**src/rtl/ins_cache.sv**
```systemverilog
// ins_cache: direct-mapped read-only instruction cache, 16-byte lines refilled a word at a time
module ins_cache #(
    parameter int INDEX_BITS = 4
) (
    input  logic        clk,
    input  logic        rst,
    input  logic        rdy,
    input  logic [31:0] addr_in,
    output logic        hit,
    output logic [31:0] ins,
    output logic        mem_req,
    output logic [31:0] mem_addr,
    input  logic        mem_done,
    input  logic [31:0] mem_data
);
    localparam int LINES = 1 << INDEX_BITS;
    localparam int TW = 28 - INDEX_BITS;
    typedef enum logic {IDLE, FILL} state_t;
    state_t state, next_state;
    logic [LINES-1:0] valid;
    logic [TW-1:0] tags [LINES];
    logic [31:0] data [LINES][4];
    logic [1:0] cnt;
    logic [27:0] line_base;
    logic [INDEX_BITS-1:0] idx, fidx;
    logic start, wr, last;
    logic unused_lsb;
    assign unused_lsb = ^addr_in[1:0];
    assign idx = addr_in[3+INDEX_BITS:4];
    // line_base keeps addr[31:4], so its low bits are the fill index
    assign fidx = line_base[INDEX_BITS-1:0];
    assign hit = valid[idx] && tags[idx] == addr_in[31:4+INDEX_BITS];
    assign ins = data[idx][addr_in[3:2]];
    always_ff @(posedge clk or negedge rst) begin
        if (!rst) state <= IDLE;
        else state <= next_state;
    end
    always_comb begin
        next_state = (state == IDLE) ? (start ? FILL : IDLE) : (last ? IDLE : FILL);
    end
    always_comb begin
        start = state == IDLE && rdy && !hit;
        wr = state == FILL && rdy && mem_done;
        last = wr && cnt == 2'd3;
    end
    always_ff @(posedge clk or negedge rst) begin
        if (!rst) begin
            valid <= '0;
            cnt <= '0;
            line_base <= '0;
            mem_req <= 1'b0;
            mem_addr <= '0;
        end else begin
            if (start) begin
                line_base <= addr_in[31:4];
                valid[idx] <= 1'b0;
                cnt <= '0;
                mem_req <= 1'b1;
                mem_addr <= {addr_in[31:4], 4'b0};
            end
            if (wr && !last) begin
                cnt <= cnt + 2'd1;
                mem_addr <= {line_base, cnt + 2'd1, 2'b00};
            end
            if (last) begin
                valid[fidx] <= 1'b1;
                mem_req <= 1'b0;
            end
        end
    end
    // tag and data arrays carry no reset; valid alone gates hits
    always_ff @(posedge clk) begin
        if (wr) data[fidx][cnt] <= mem_data;
        if (last) tags[fidx] <= line_base[27:INDEX_BITS];
    end
endmodule

```
**config.mk**
```make
export PLATFORM = sky130hd
export DESIGN_NAME = ins_cache
export DESIGN_NICKNAME = d
export VERILOG_FILES = /design/src/rtl/ins_cache.sv
export SDC_FILE = /design/constraint.sdc
export NUM_CORES = 2
export LEC_CHECK = 0
export BUFFER_PORTS_ARGS = -buffer_cell sky130_fd_sc_hd__buf_4
export CAP_MARGIN = 15
export CORE_ASPECT_RATIO = 0.6
export CORE_MARGIN = 1
export CORE_UTILIZATION = 43
export DETAILED_ROUTE_END_ITERATION = 8
export PLACE_DENSITY = 0.64
export SETUP_SLACK_MARGIN = 0.3
export SYNTH_ARGS = -nofsm -noshare
export SYNTH_HDL_FRONTEND = slang
export SYNTH_SLANG_ARGS = --single-unit
```
**constraint.sdc**
```tcl
create_clock -name clk -period 5.55 [get_ports clk]
set_clock_uncertainty 0.2 [all_clocks]
set_input_delay 0.2775 -clock clk [delete_from_list [all_inputs] [get_ports clk]]
set_output_delay 0.2775 -clock clk [all_outputs]
set_load 0.02 [all_outputs]
```
## Word level (Yosys, flattened, before mapping)

Memory sizes are Yosys's and may differ from the RTL's.
Cells that the tools add are included.

| cells by class | value |
|---|---|
| mux-type cells | 26 |
| eq/ne operators | 2 |
| $add $sub $neg | 1 |
| bitwise logic cells | 6 |
| order comparisons | 7 |
| reduce and logical (&&, ||, !) cells | 14 |

Operators by type and width:

| kind | count |
|---|---|
| $mux W32 | 5 |
| $mux W128 | 1 |
| $bmux W32 S2 | 1 |
| $demux W32 S2 | 1 |
| $mux W16 | 2 |
| $eq A24 B24 Y1 | 1 |
| $and A16 B16 Y16 | 1 |
| $not A16 Y16 | 1 |
| $or A16 B16 Y16 | 1 |
| $mux W1 | 11 |
| $logic_and A1 B1 Y1 | 10 |
| $lt A4 B5 Y1 const B | 2 |
| $demux W1 S4 | 2 |
| $ge A4 B1 Y1 const B | 2 |
| $ge A3 B3 Y1 const B | 2 |
| $not A2 Y3 | 2 |
| $bmux W1 S4 | 1 |
| $mux W2 | 2 |
| $reduce_bool A2 Y1 | 2 |
| $lt A3 B1 Y1 const B | 1 |
| $add A2 B1 Y2 const B | 1 |
| $eq A2 B2 Y1 const B | 1 |
| $logic_not A1 Y1 | 2 |
| $not A1 Y1 | 1 |

| storage, ports and cells | value |
|---|---|
| input port bits | 68 |
| memories | 2 |
| output and inout bits | 66 |
| flip-flop bits (word level) | 80 |
| word-level logic and storage cells | 64 |
| RAM bits | 2432 |

Memories:

| memory | words | bits a word | rd ports | clocked after Yosys merged registers in | write ports | line | text |
|---|---|---|---|---|---|---|---|
| data | 16 | 128 | 1 | 0 | 1 | 22 | `logic [31:0] data [LINES][4];` |
| tags | 16 | 24 | 1 | 0 | 1 | 21 | `logic [TW-1:0] tags [LINES];` |

## Depth between registers and ports, before layout

| depth | value |
|---|---|
| depth in word-level cells | 9 |
| mapped depth | 15 |
| gate-level depth less buffers | 8 |

## Worst setup path before layout

Ideal clock, no wire load.

| path | value |
|---|---|
| path type | register to register |
| start point | reg cnt[0] |
| end point | reg valid[11] |
| arrival time | 3.941 ns |
| setup slack | 1.335 ns |
| clock period less this slack | 4.215 ns |
| cell stages (with the launch flop) | 6 |
| library setup time | 0.074 ns |
| path through | dfrtp_1 > ha_1 > nand2_1 > clkbuf_1 > nor2_1 > o32a_1 |

| on the way | value |
|---|---|
| longest elaborated chain between the ends | 3 |

Ends and longest elaborated chain:

| element | line | text |
|---|---|---|
| start, declared | 23 | `logic [1:0] cnt;` |
| start signal, assigned | 62 | `cnt <= cnt + 2'd1;` |
| $eq A2 B2 Y1 | 44 | `last = wr && cnt == 2'd3;` |
| $logic_and A1 B1 Y1 | 44 |  |
| $mux W16 | 65 | `if (last) begin` |
| end signal, assigned | 48 | `valid <= '0;` |
| end signal, assigned by index | 56 | `valid[idx] <= 1'b0;` |
| end signal, assigned by index | 66 | `valid[fidx] <= 1'b1;` |
| end, declared | 20 | `logic [LINES-1:0] valid;` |

No other way between the ends.
A chain may end at the register's enable or synchronous reset.

## Final worst setup path

| path | value |
|---|---|
| start point | in addr_in[4] |
| end point | out ins[12] |

| on the way | value |
|---|---|
| longest elaborated chain between the ends | 4 |

Ends and longest elaborated chain:

| element | line | text |
|---|---|---|
| start, declared | 8 | `input logic [31:0] addr_in,` |
| $mem_v2 Z16 W128 | n/a |  |
| $bmux W32 S2 | 33 | `assign ins = data[idx][addr_in[3:2]];` |
| $mux W32 (not written as such) (2 in a row) | 33 |  |
| end, declared | 10 | `output logic [31:0] ins,` |

No other way between the ends. The select of a mux whose other input is x is not followed.

==> impl_table.tex <==
\begin{tabular}{lr}
\hline
Metric & Value \\
\hline
\multicolumn{2}{l}{\textbf{Run status}} \\
\quad Status & finished, final reports clean \\
\multicolumn{2}{l}{\textbf{Drt}} \\
\quad Drt pass-1 iters & 5 \\
\quad Number of nets still failing antenna checks after routing & 0 \\
\quad Average wire per standard cell & 32.0 µm \\
\quad Count of unresolved DRC violations after routing & 0 \\
\quad Iteration-0 DRC count of the detailed router & 6,021 \\
\quad Total wirelength of the detailed-routed design & 241,000 µm \\
\quad Number of vias after detailed routing & 45,370 \\
\quad Routed vias/inst & 6.03 \\
\multicolumn{2}{l}{\textbf{Power}} \\
\quad P per Cell Area & 371 mW/mm² \\
\quad Peak supply drop & 258 µV \\
\quad Leakage Power & 0.0340 µW \\
\quad Post-layout power & 40,600 µW \\
\multicolumn{2}{l}{\textbf{CTS}} \\
\quad Number of sinks driven by the clock tree & 2,508 \\
\quad Clock latency reported for the late side of the worst-skew pair & 0.84 ns \\
\quad Level count of the clock H-tree & 4 \\
\quad Number of buffers added for setup after CTS & 0 \\
\quad \# hold bufs at CTS & 61 \\
\quad Clock root buffer & sky130\_fd\_sc\_hd\_\_clkbuf\_16 \\
\quad CTS clk-pin slew, worst paths & 0.06 ns \\
\quad TritonCTS clock tree & yes \\
\quad Post-cts sizing count & 0 \\
\quad Cts bufs inserted & 220 \\
\quad Deepest clock path buffer count & 4 \\
\multicolumn{2}{l}{\textbf{Setup path}} \\
\quad Signal arrival time at the worst endpoint & 4.53 ns \\
\quad Critical path's largest stage delay & 0.61 ns \\
\quad Crit path max-delay cell type & sky130\_fd\_sc\_hd\_\_buf\_4 \\
\quad Worst Path Required & 5.07 ns \\
\quad Critical path destination & ins[12] \\
\quad Reg2Reg Depth & 10 \\
\quad Type of destination of the critical path & output pin \\
\quad Largest fanout of any net on the critical path & 77 \\
\quad CP startpoint kind & primary input \\
\quad Cell chain of the critical path & dlygate4sd3\_1, buf\_8, buf\_12, buf\_4, mux4\_2, mux4\_2, mux4\_2, buf\_4 \\
\quad Critical R2R Capture & valid[0] \\
\quad Kind of critical path & primary input to output pin \\
\quad Crit path top cell by count & sky130\_fd\_sc\_hd\_\_mux4\_2 \\
\quad Launch instance of the worst register-to-register path & tags[0][22] \\
\quad Worst reg2reg setup slack & 1.42 ns \\
\quad CP startpoint & addr\_in[4] \\
\multicolumn{2}{l}{\textbf{Floorplan}} \\
\quad Initial core utilization & 0.434 \\
\quad Core Box Area & 0.223 mm² \\
\quad Die outline height & 369 µm \\
\quad Number of placed I/O pins & 134 \\
\quad Overall die width & 614 µm \\
\quad Site row count & 134 \\
\quad Total die area & 0.227 mm² \\
\multicolumn{2}{l}{\textbf{Timing}} \\
\quad Worst hold slack after final layout & 0.0608 ns \\
\quad Max Clock Freq & 200 MHz \\
\quad Headroom to the max-slew limit & 0.0706 \\
\quad Transition at the pin with the smallest max-transition slack & 1.39 ns \\
\quad Setup repair after global routing missed its margin & no \\
\quad Setup violators final & 0 \\
\quad Fin crit period & 5.01 ns \\
\quad Final Hold Violating Endpoints & 0 \\
\quad Smallest setup slack after layout & 0.538 ns \\
\quad Post-route fraction of the period consumed by the critical path & 0.903 \\
\quad Sum of negative setup slack & 0 ns \\
\quad Final Max Slew Viols & 0 \\
\multicolumn{2}{l}{\textbf{Final layout}} \\
\quad Final net count & 4,429 \\
\quad Growth of design area from synthesis to finish & 13.1\% \\
\quad Share of cells above drive strength 1 & 0.315 \\
\quad Multi-input gate area in the final layout & 0.0212 mm² \\
\quad Area of all sequential standard cells & 0.0749 mm² \\
\quad Number of standard cells in the final layout excluding fillers & 7,523 \\
\quad \# fillers & 17,655 \\
\multicolumn{2}{l}{\textbf{Worst hold path}} \\
\quad Worst Hold Class & primary input to flip-flop \\
\multicolumn{2}{l}{\textbf{Global route}} \\
\quad Total global routing track utilization & 0.211 \\
\quad Wire length of the first global-routing pass & 342,000 µm \\
\quad Layer with the highest usage after global routing & met1 \\
\quad GR Layer Usage met1 & 0.327 \\
\quad Largest net degree at the start of global routing & 154 \\
\quad Vias in the first global route & 45,185 \\
\quad GR Overflow Total & 0 \\
\quad GR met3 Demand/Resource & 0.0448 \\
\quad Antenna violations before repair & 14 \\
\quad Met2 usage & 0.311 \\
\multicolumn{2}{l}{\textbf{Yosys}} \\
\quad Cell accounting for the most synthesized area & sky130\_fd\_sc\_hd\_\_edfxtp\_1 \\
\quad Leading cell type by number of instances after synthesis & sky130\_fd\_sc\_hd\_\_edfxtp\_1 \\
\quad Synthesis Warnings & 0 \\
\quad Cells after Synth & 4,039 \\
\quad Unique cell type count in the Yosys netlist & 69 \\
\quad Async set-or-reset flop fraction in the synthesized netlist & 0.0303 \\
\quad Biggest area contributors in the synthesized netlist & sky130\_fd\_sc\_hd\_\_edfxtp\_1 76\%, sky130\_fd\_sc\_hd\_\_mux4\_2 17\%, sky130\_fd\_sc\_hd\_\_dfrtp\_1 2.0\% \\
\quad Synthesized area divided by synthesized cell count & 23.9 µm² \\
\quad Post-synthesis register bit count & 2,508 \\
\quad Post-synth top cells & 2,432 x sky130\_fd\_sc\_hd\_\_edfxtp\_1, 741 x sky130\_fd\_sc\_hd\_\_mux4\_2, 139 x sky130\_fd\_sc\_hd\_\_nor2\_1 \\
\quad Top-area cell type share of the netlist area & 0.755 \\
\quad Sequential element share of the synthesized area & 0.775 \\
\quad Prevailing post-synth register cell & sky130\_fd\_sc\_hd\_\_edfxtp\_1 \\
\quad Number of enable flip-flop cells after synthesis & 2,432 \\
\quad Post-synthesis instance area & 0.0967 mm² \\
\multicolumn{2}{l}{\textbf{Job}} \\
\quad Max-cap viol count & 0 \\
\multicolumn{2}{l}{\textbf{Place}} \\
\quad Placed Cells incl. Taps & 7,065 \\
\quad Setup WS pre-CTS & 0.917 ns \\
\quad DP Wirelength & 134,000 µm \\
\quad GP Congestion & 0.833 \\
\quad Number of input and output port buffers inserted & 129 \\
\hline
\end{tabular}
cell type report:
| type | count | area share |
|---|---|---|
| diodes | 1 | 0.0000229 |
| clock buffers | 273 | 0.0525 |
| clock inverters | 122 | 0.00880 |
| inverters | 15 | 0.000583 |
| multi-input cells | 1297 | 0.194 |
| flip-flops and latches | 2508 | 0.685 |
| well taps | 2992 | 0.0342 |
| repair buffers | 315 | 0.0253 |
layer usage:
| metal | share of wire | vias to the layer above |
|---|---|---|
| li1 | - | 18025 |
| met1 | 0.44 | 24966 |
| met2 | 0.45 | 2091 |
| met3 | 0.091 | 278 |
| met4 | 0.017 | 10 |
| met5 | 0.00025 | - |
state kept, by name, summed over array words and instances (netlist names):
name	flops
mem_req	1
tags	384
cnt	1
state	1
valid	16
data	2048
mem_addr	29
line_base	28
stage by stage:
stage | util | instance area [µm²]
after global placement | 0.458 | 102000
after CTS | 0.490 | 109000
after detailed placement | 0.458 | 102000
after global routing | 0.491 | 109000
after floorplan | - | 96700
final | 0.491 | 109000
kinds of logic (layout without fill, tap and decap cells):
group,Yosys count,in the layout,share of synthesized area
adder cells (fa/ha/maj),4,4,0.000517
AO/OA/AOI/OAI,131,131,0.0117
multiplexers,872,872,0.187
XOR/XNOR,21,21,0.00190
flip-flops,2508,2508,0.775
AND/OR/NAND/NOR,267,267,0.0126
other,1,3,0.0000388
buffers and inverters,235,725,0.0115
cells in the final DEF (no fill, tap or decap), types with 57 or more instances in the layout:
cell type,n
sky130_fd_sc_hd__mux2i_1,86
sky130_fd_sc_hd__dlygate4sd3_1,60
sky130_fd_sc_hd__nor2_4,64
sky130_fd_sc_hd__clkinv_1,57
sky130_fd_sc_hd__buf_4,234
sky130_fd_sc_hd__clkbuf_16,222
sky130_fd_sc_hd__edfxtp_1,2432
sky130_fd_sc_hd__nor2_1,75
sky130_fd_sc_hd__dfrtp_1,76
sky130_fd_sc_hd__mux4_2,741
report_power, final:
part	switching, µW	internal [µW]	leakage (µW)	total, µW
sequential	728	21700	0.0228	22400
combinational	1990	1400	0.00793	3390
clock	6740	8020	0.00328	14800
total	9460	31100	0.0340	40600
critical path: cells and delay by family:
| kind | cells | cell delay, ns |
|---|---|---|
| muxes | 3 | 1.63 |
| buffers and inverters | 5 | 2.32 |
worst min-delay path by stage:
stage | slack [ns] | from | depth (start not counted) | end
5_1_grt | 0.04 | addr_in[14] | 3 | line_base[10]
3_5_place_dp | 0.28 | mem_req | 2 | mem_req
4_1_cts | 0.02 | addr_in[18] | 3 | line_base[14]
2_1_floorplan | -0.22 | rst | 0 | cnt[0]
6_report | 0.06 | addr_in[23] | 3 | line_base[19]
3_3_place_gp | 0.26 | mem_req | 2 | mem_req
Note: power is estimated with default switching activity, not from simulation.
